### src/rtl/inst_loader_pkg.sv
// inst_loader_pkg: shared state encoding, widths and byte-lane helper for the instruction loader
package inst_loader_pkg;
    localparam int WORD_W = 32;
    localparam int BYTE_W = 8;

    typedef enum logic [1:0] {S_LEN, S_DATA, S_FIN, S_ERR} state_t;

    // Little-endian lanes: each new byte enters at the top and older bytes shift down,
    // so after four bytes the first one sits in bits [7:0].
    function automatic logic [WORD_W-1:0] push_lane(logic [WORD_W-1:0] w, logic [BYTE_W-1:0] b);
        return {b, w[WORD_W-1:BYTE_W]};
    endfunction
endpackage

### src/rtl/inst_loader_byte_packer.sv
// inst_loader_byte_packer: assembles four accepted bytes into a little-endian word
//   clk, rst    : clock, synchronous active-high reset (drops any partial word)
//   en          : a byte transfer happens this cycle
//   data        : the byte being transferred
//   word        : assembled word including the current byte
//   word_valid  : en on the 4th byte of a word; word is complete this cycle
module inst_loader_byte_packer
    import inst_loader_pkg::*;
(
    input  logic              clk,
    input  logic              rst,
    input  logic              en,
    input  logic [BYTE_W-1:0] data,
    output logic [WORD_W-1:0] word,
    output logic              word_valid
);
    logic [1:0]        byte_cnt;
    logic [WORD_W-1:0] sr;

    assign word       = push_lane(sr, data);
    assign word_valid = en && (byte_cnt == 2'd3);

    always_ff @(posedge clk) begin
        if (rst) begin
            byte_cnt <= 2'd0;
            sr       <= '0;
        end else if (en) begin
            byte_cnt <= byte_cnt + 2'd1;
            sr       <= push_lane(sr, data);
        end
    end
endmodule

### src/rtl/inst_loader.sv
// inst_loader: boot-time byte-stream loader that writes instruction memory and releases the core
//   clk, rst          : clock, synchronous active-high reset
//   in_valid/in_ready : byte stream handshake, in_data carries the byte
//   mem_we/addr/wd    : one-cycle word write into instruction memory
//   cpu_rst           : holds the core in reset until the program is loaded
//   done, err         : sticky load-complete and oversize-header flags
module inst_loader
    import inst_loader_pkg::*;
#(
    parameter int          DEPTH_WORDS = 1024,
    parameter logic [31:0] BASE_ADDR   = 32'h0000_0000
) (
    input  logic              clk,
    input  logic              rst,
    input  logic              in_valid,
    input  logic [BYTE_W-1:0] in_data,
    output logic              in_ready,
    output logic              mem_we,
    output logic [31:0]       mem_addr,
    output logic [WORD_W-1:0] mem_wd,
    output logic              cpu_rst,
    output logic              done,
    output logic              err
);
    state_t            state;
    logic [31:0]       word_idx;
    logic [31:0]       len;
    logic [WORD_W-1:0] word;
    logic              word_valid;
    logic              xfer;

    assign xfer = in_valid && in_ready;

    inst_loader_byte_packer u_packer (
        .clk        (clk),
        .rst        (rst),
        .en         (xfer),
        .data       (in_data),
        .word       (word),
        .word_valid (word_valid)
    );

    always_ff @(posedge clk) begin
        if (rst) begin
            state    <= S_LEN;
            word_idx <= '0;
            len      <= '0;
            in_ready <= 1'b1;
            mem_we   <= 1'b0;
            mem_addr <= BASE_ADDR;
            mem_wd   <= '0;
            cpu_rst  <= 1'b1;
            done     <= 1'b0;
            err      <= 1'b0;
        end else begin
            mem_we <= 1'b0;
            case (state)
                S_LEN: if (word_valid) begin
                    len <= word;
                    if (word == '0) begin
                        state    <= S_FIN;
                        in_ready <= 1'b0;
                    end else if (word > 32'(DEPTH_WORDS)) begin
                        state    <= S_ERR;
                        in_ready <= 1'b0;
                        err      <= 1'b1;
                    end else begin
                        state <= S_DATA;
                    end
                end
                S_DATA: if (word_valid) begin
                    mem_we   <= 1'b1;
                    mem_wd   <= word;
                    mem_addr <= BASE_ADDR + (word_idx << 2);
                    word_idx <= word_idx + 32'd1;
                    if (word_idx == len - 32'd1) begin
                        state    <= S_FIN;
                        in_ready <= 1'b0;
                    end
                end
                // Release one cycle after entering S_FIN so the final write lands first.
                S_FIN: begin
                    done    <= 1'b1;
                    cpu_rst <= 1'b0;
                end
                default: err <= 1'b1;
            endcase
        end
    end
endmodule

### config.mk
export PLATFORM = sky130hd
export DESIGN_NAME = inst_loader
export DESIGN_NICKNAME = d
export VERILOG_FILES = /design/src/rtl/inst_loader_pkg.sv /design/src/rtl/inst_loader_byte_packer.sv /design/src/rtl/inst_loader.sv
export SDC_FILE = /design/constraint.sdc
export NUM_CORES = 1
export LEC_CHECK = 0
export CORE_MARGIN = 2
export CORE_UTILIZATION = 53
export DETAILED_ROUTE_END_ITERATION = 8
export DONT_BUFFER_PORTS = 1
export PLACE_DENSITY = 0.73
export SYNTH_ARGS = -nofsm -noshare
export SYNTH_HDL_FRONTEND = slang
export SYNTH_SLANG_ARGS = --single-unit
### constraint.sdc
create_clock -name clk -period 3.8 [get_ports clk]
set_input_delay 0.38 -clock clk [delete_from_list [all_inputs] [get_ports clk]]
set_output_delay 0.38 -clock clk [all_outputs]
set_load 0.005 [all_outputs]
Word level (Yosys, flattened, before mapping)
Index checks and enable logic that the tools add are counted.
{"block": "op_classes", "n_eq_ne": 10, "reduce_logical": 12, "mux": 17, "order_cmp": 1, "bitwise_logic": 2, "add_sub_neg": 3}
{"op": "32-bit by 1-bit adder with 32-bit output (second input constant)", "count": 1}
{"op": "32-bit == test", "count": 1}
{"op": "32-bit by 11-bit > comparator with 1-bit output (second input constant)", "count": 1}
{"op": "32-bit logical NOT", "count": 1}
{"op": "32-bit by 1-bit subtractor with 32-bit output (second input constant)", "count": 1}
{"op": "2-bit 2-to-1 mux", "count": 5}
{"op": "1-bit 2-to-1 mux", "count": 9}
{"op": "4-bit AND reduction", "count": 2}
{"op": "2-bit inequality test (second input constant)", "count": 3}
{"op": "5-bit AND reduction", "count": 1}
{"op": "2-bit == test (second input constant)", "count": 2}
{"op": "2-bit by 1-bit inequality test with 1-bit output (second input constant)", "count": 2}
{"op": "1-bit case mux with 2 select lines", "count": 2}
{"op": "2-bit case mux with 2 select lines", "count": 1}
{"op": "2-bit AND reduction", "count": 2}
{"op": "2-bit OR reduction", "count": 2}
{"op": "3-bit inequality test (second input constant)", "count": 1}
{"op": "2-bit by 1-bit adder with 2-bit output (second input constant)", "count": 1}
{"op": "2-bit by 1-bit == test with 1-bit output (second input constant)", "count": 1}
{"op": "1-bit logical AND", "count": 2}
{"op": "2-bit logical NOT", "count": 1}
{"op": "1-bit inverter", "count": 2}
{"op": "2-bit nonzero test", "count": 1}
{"block": "totals", "word_cells": 57, "in_bits": 11, "reg_bits": 167}

Depth between registers and ports, before layout
Gate-level depths: netlist (run 1).
{"block": "logic_depth", "word_depth": 5, "ltp_mapped": 11}

Hierarchy
Synthesis (run 1) repeated with hierarchy kept, for this count alone.
{"block": "unflattened", "hier_cells": 899, "hier_area_um2": 7218.2}
{"mod": "inst_loader", "area_per_inst_um2": 6194.7, "cells_each": 805, "instances": 1}
{"mod": "inst_loader_byte_packer", "area_per_inst_um2": 1023.5, "cells_each": 94, "instances": 1}

Least setup slack after synthesis (run 1)
OpenSTA, ideal clock, no wires.
{"block": "synth_path", "path_type": "register to register", "start": "reg len[0]", "end": "reg state[0]", "path_stages_with_launch": 11, "slack_ns": 0.600, "n_path_buf": 2, "period_less_slack_ns": 3.200, "t_arrival_ns": 3.068, "setup_time_ns": 0.132, "required_ns": 3.668, "cell_sequence": "dfxtp_1 -> or4_1 -> buf_2 -> or4_1 -> clkbuf_2 -> or4_1 -> o21ai_1 -> nand4_1 -> or4_4 -> o211ai_1 -> a21oi_1"}
{"block": "synth_between", "elab_chain_len": 4}
{"item": "start, declared", "line_no": "inst_loader.sv:27", "text": "logic [31:0] len;"}
{"item": "start signal, assigned", "line_no": "inst_loader.sv:59", "text": "len <= word;"}
{"item": "32-bit by 1-bit subtractor with 32-bit output", "line_no": "inst_loader.sv:76", "text": "if (word_idx == len - 32'd1) begin"}
{"item": "32-bit == test", "line_no": "inst_loader.sv:76"}
{"item": "2-bit inequality test (no line)"}
{"item": "4-bit AND reduction (no line)"}
{"item": "end signal, assigned", "line_no": "inst_loader.sv:64", "text": "state <= S_ERR;"}
{"item": "end signal, assigned", "line_no": "inst_loader.sv:68", "text": "state <= S_DATA;"}
{"item": "end signal, assigned", "line_no": "inst_loader.sv:77", "text": "state <= S_FIN;"}
{"item": "end, declared", "line_no": "inst_loader.sv:25", "text": "state_t state;"}
No other way between the ends.
A chain may end at the register's enable or synchronous reset.

Worst setup path in the final report (run 1)
{"block": "layout_path", "start": "reg len[8]", "end": "reg state[0]"}
The elaborated chain is that of the path after synthesis.

==> results of run 1 <==
## cells by family (layout without fill, tap and decap cells)
kind of cell / Yosys count / in the layout / synth area share (%)
mux: 2 / 2 / 0.289
compound gates: 157 / 157 / 12.4
buf+inv: 69 / 45 / 3.92
simple gates: 422 / 422 / 26.5
xor+xnor: 78 / 78 / 9.86
other cells: 1 / 2 / 0.0541
fa+ha+maj: 6 / 6 / 1.08
flops: 159 / 159 / 45.9
## Yosys cell counts, types with 4 or more instances
master / n / area share [%]
a31oi_1: 4 / 0.36
nand2_1: 264 / 14
a21oi_1: 128 / 9.2
clkbuf_1: 49 / 2.7
xnor2_1: 46 / 5.8
and3_1: 10 / 0.90
or2_2: 4 / 0.36
or3_1: 5 / 0.45
dfxtp_1: 159 / 46
ha_1: 6 / 1.1
xor2_1: 32 / 4.0
inv_1: 7 / 0.38
nand3_1: 15 / 1.1
nor4_1: 15 / 1.4
or4_1: 10 / 1.1
nand4_1: 12 / 1.1
buf_1: 7 / 0.38
nor2_1: 57 / 3.1
o21ai_0: 4 / 0.29
nor3_1: 15 / 1.1
## registers in the layout, summed over array words and instances (netlist names)
signal,cells
u_packer.byte_cnt,2
done,1
u_packer.sr,24
len,32
mem_addr,30
mem_wd,32
mem_we,1
word_idx,32
state,2
cpu_rst,1
in_ready,1
err,1
## cell type report
type,count,area share [%]
clock buffers,20,6.04
clock inverters,12,2.10
inverters,7,0.347
multi-input cells,667,46.0
flip-flops and latches,159,42.1
well taps,172,2.84
repair buffers,6,0.595
## worst max-delay path, delay by kind of cell, from the launching register on
family / cells / cell delay [ps]
AOI/OAI and AO/OA: 3 / 450
DFF: 1 / 370
and+or+nand+nor: 5 / 2540
## how the worst max path moves through the flow
stage | from | endpoint | slack [ps]
after floorplan | len[0] | state[0] | 600
after global placement | len[8] | state[0] | 480
after detailed placement | len[8] | state[0] | 370
after CTS | len[8] | state[0] | 350
after global routing | len[8] | state[0] | 240
final | len[8] | state[0] | 340
## metrics by stage
step / util, % / worst slack, ps / cell area, um2
after CTS: 59.7 / 354 / 7570
final: 59.7 / 340 / 7570
after global placement: 54.9 / 475 / 6950
after global routing: 59.7 / 239 / 7570
after detailed placement: 54.9 / 367 / 6950
after floorplan: - / 600 / 6930
## power by group through the flow
| stage | sequential (mW) | combinational, mW | clock (mW) |
|---|---|---|---|
| 2_1_floorplan | 1.73 | 0.0749 | 0 |
| 3_3_place_gp | 1.74 | 0.0597 | 0 |
| 3_5_place_dp | 1.74 | 0.0610 | 0 |
| 4_1_cts | 1.70 | 0.0617 | 1.79 |
| 5_1_grt | 1.70 | 0.0696 | 1.86 |
| 6_report | 1.70 | 0.0614 | 1.77 |
## routing by layer
metal | vias to the layer above | global-route usage (%) | part of all wire [%]
met1 | 2630 | 31.8 | 48
met2 | 165 | 34.1 | 44
met5 | - | 0 | 0
li1 | 2912 | - | -
met3 | 31 | 4.92 | 5.9
met4 | 0 | 10.8 | 2.3
==> impl_metrics.tcl, run 1 <==
set metrics [dict create \
    whs_path_depth 1 \
    drv_cap 0 \
    vias_per_cell 5.50 \
    grt_max_degree 161 \
    hold_path_end "u_packer.byte_cnt[1]" \
    num-fill-cells 1165 \
    cts_max_path_buffers 2 \
    setup_viol 0 \
    drt_iter0_drc 386 \
    overflow 0 \
    firstDrtPassIters 5 \
    synth_seq_cells 159 \
    num_antenna_cells 0 \
    wl_mm 15.7 \
    mostFrequentLayoutCell "nand2_1" \
    ant_nets 0 \
    worstPathRequired_ps 4120 \
    final_cell_mix "nand2_1, dfxtp_1, a21oi_1, nor2_1, xnor2_1" \
    reg2reg_from "len[8]" \
    netSwitchingPower_mw 0.750 \
    critPathMaxFanout 7 \
    critPathKind "reg -> reg" \
    syn_area_um2 6930 \
    clock-skew-final_ps 7.63 \
    numPortBuffers 0 \
    crit_path_max_incr_delay_ps 680 \
    place_congestion 0.908 \
    synth_area_per_cell_um2 7.75 \
    p_seq_share_pct 48.2 \
    antenna_found_initial 0 \
    clock_latency_ps 430 \
    drcViolationCount 0 \
    p_total_mw 3.53 \
    p_comb_share_pct 1.7 \
    cp-end-kind "register" \
    worst_pin_slew_ps 1120 \
    r2r_cells 8 \
    pwr_density_cell_nw_per_um2 466 \
    p_int_mw 2.78 \
    power_leakage_nw 2.62 \
    numPlacedInstances 1011 \
    seq_area_um2 3180 \
    status "complete, no violations" \
    layout.nets 875 \
    holdWs_ps 12.6 \
    start_util_pct 54.7 \
    worst_ep_arrival_time_ps 3780 \
    postCtsSetupBuffers 0 \
    min_from "rst" \
    tns_ps 0 \
    multi_input_area_um2 3480 \
    fp.dieW_um 118 \
    drive_gt1_share_pct 5.17 \
    die_h_um 118 \
    fin_crit_ps 3460 \
    cts_buffers 17 \
    cts_tree "built" \
    hold_violations 0 \
    fin_crit_sh_pct 91.1 \
    grt_usage_pct 23.0 \
    switching_share_pct 21.3 \
    rsz0062_at_grt "no" \
    ios 80 \
    cp_slowest_cell "or4_1" \
    path_cells "or4_1 > or4_1 > or4_1 > o21ai_1 > nand4_1 > or4_4 > o211ai_1 > a21oi_1" \
    final_cells 1043 \
    ys_seq_area_share_pct 45.9 \
    yosys_warnings 0 \
    synth-edff-count 0 \
    synth_cells 894 \
    hold_class "in -> reg" \
    die_area_um2 14000 \
    startpoint_type "register" \
    ir_worst_vdd_uv 263 \
    fmax_ghz 0.289 \
    grt_pass1_vias 5184 \
    slew_headroom_pct 25.4 \
    clkSlewWorstSetupHoldPaths_ps 60 \
    clkPwrFrac_pct 50.1 \
    root_buffer "clkbuf_16" \
    grt_pass1_wl_mm 26.1 \
    synthDistinctLibCells 51 \
    wl_per_cell_um 15.1 \
    cp_common_cell "or4_1" \
    cts_hold_buf 0 \
    r2r_slack_ps 340 \
    clkSinkCount 159 \
    area_delta_synth_final_pct 9.17 \
    async_reset_ff_share_pct 0 \
    fp-row-count 41 \
    cts_resized 0 \
    dpl.hpwl_mm 10.4 \
    finalMaxSlewViolations 0 \
    core_area_um2 12700 \
    r2r_end "state[0]" \
    cts.htree.levels 4 \
    via_count 5738 \
    synth_ff_type "dfxtp_1" \
]
No activity file was read; power rests on OpenSTA's default activity.
==> inputs of run 2 (changes only) <==
CORE_ASPECT_RATIO = 1.5   (was unset)
RECOVER_POWER = 100   (was unset)
==> run 2 against run 1 <==
Compared with the run above: worst hold slack improved by 1.9 ps; cell area fell by 0.50%; clock power fell by 2%; first-iteration DRC count fell by 27%; fmax fell by 1.3%; cell count fell by 1.2%; global-route usage fell by 0.17 points.
==> impl_metrics.tcl, run 2 (synthesized netlist as in run 1, its figures left out) <==
set metrics [dict create \
    core_area_um2 12900 \
    area_delta_synth_final_pct 8.63 \
    grt_pass1_wl_mm 25.9 \
    whs_path_depth 1 \
    min_from "rst" \
    fin_util_pct 58.4 \
    drv_cap 0 \
    grt_usage_pct 22.8 \
    fmax_ghz 0.285 \
    place_congestion 0.887 \
    ant_nets 0 \
    critPathMaxFanout 7 \
    fin_crit_ps 3510 \
    wl_per_cell_um 15.5 \
    r2r_slack_ps 290 \
    postCtsSetupBuffers 0 \
    drive_gt1_share_pct 4.94 \
    wl_mm 15.9 \
    cts_hold_buf 0 \
    rsz0062_at_grt "no" \
    ir_worst_vdd_uv 325 \
    fin_ws_ps 293 \
    die_area_um2 14000 \
    worstPathRequired_ps 4110 \
    num_antenna_cells 0 \
    hold_violations 0 \
    drt_iter0_drc 282 \
    worst_ep_arrival_time_ps 3810 \
    cts_resized 0 \
    num-fill-cells 1229 \
    cts_tree "built" \
    critPathKind "reg -> reg" \
    hold_path_end "mem_wd[0]" \
    reg2reg_from "len[8]" \
    die_h_um 144 \
    root_buffer "clkbuf_16" \
    pwr_density_cell_nw_per_um2 463 \
    clkSlewWorstSetupHoldPaths_ps 70 \
    reg.largest.list "len (32), mem_wd (32), word_idx (32)" \
    final_cell_mix "nand2_1, dfxtp_1, a21oi_1, nor2_1, xnor2_1" \
    fp-row-count 51 \
    setup_viol 0 \
    fin_crit_sh_pct 92.3 \
    worst_pin_slew_ps 1410 \
    numPortBuffers 0 \
    r2r_cells 8 \
    start_util_pct 53.8 \
    antenna_found_initial 0 \
    clkSinkCount 159 \
    multi_input_area_um2 3480 \
    clock-skew-final_ps 11.9 \
    via_count 5747 \
    clock_latency_ps 430 \
    tns_ps 0 \
    startpoint_type "register" \
    fp.dieW_um 97.4 \
    cts.htree.levels 4 \
    layout.nets 875 \
    firstDrtPassIters 5 \
    place_ws_ps 383 \
    ios 80 \
    r2r_end "in_ready" \
    slew_headroom_pct 5.97 \
    cp-end-kind "register" \
    dpl.hpwl_mm 10.7 \
    cts_max_path_buffers 2 \
    finalMaxSlewViolations 0 \
    cts_buffers 17 \
    seq_area_um2 3180 \
    mostFrequentLayoutCell "nand2_1" \
    overflow 0 \
    grt_pass1_vias 5301 \
    vias_per_cell 5.58 \
    hold_class "in -> reg" \
    power_leakage_nw 2.62 \
    grt_max_degree 161 \
    status "complete, no violations" \
    drcViolationCount 0 \
]
==> run 2: per-stage QoR <==
step	cell area [um2]	hold WS (ps)	std cells	power (mW)
2_1_floorplan	6930	440	895	1.80
3_3_place_gp	6930	440	998	1.80
3_5_place_dp	6930	447	998	1.80
4_1_cts	7540	4.79	1030	3.52
5_1_grt	7530	2.42	1030	3.59
6_report	7530	14.5	1030	3.49
==> run 2: per-layer routing <==
metal  vias up  wire [um]  share of wire, %  track usage [%]
li1       2921          -                 -                -
met1      2633       6670                42             26.8
met2       142       8030                50             38.4
met3        51        579               3.6             4.83
met4         0        661               4.1             13.6
met5         -          0                 0                0
==> run 2: layout make-up <==
class,instances,share of cell area (%)
timing repair buffer,6,0.449
sequential,159,42.3
tap,159,2.64
clock buffer,17,5.65
clock inverter,15,2.46
multi-input combinational,667,46.2
inverter,7,0.349
==> run 2: where the power goes <==
part	leakage (nW)	internal, mW	total, mW	switching, mW
Sequential	1.28	1.68	1.70	0.0194
Combinational	1.03	0.0237	0.0618	0.0381
Clock	0.300	0.949	1.73	0.780
Total	2.62	2.65	3.49	0.837
==> run 2: worst max-delay path by stage <==
stage,start,endpoint,slack (ps)
6_report,len[8],in_ready,290
3_5_place_dp,len[8],in_ready,380
4_1_cts,len[8],in_ready,360
5_1_grt,len[8],state[0],160
3_3_place_gp,len[8],state[0],460
2_1_floorplan,len[0],state[0],600
==> run 2: critical path: stages, from the launching register on <==
cell	delay, ps
dfxtp_1	360
or4_1	630
or4_1	690
or4_1	540
o21ai_1	160
nand4_1	110
or4_1	630
o21ai_0	200
a21oi_1	80
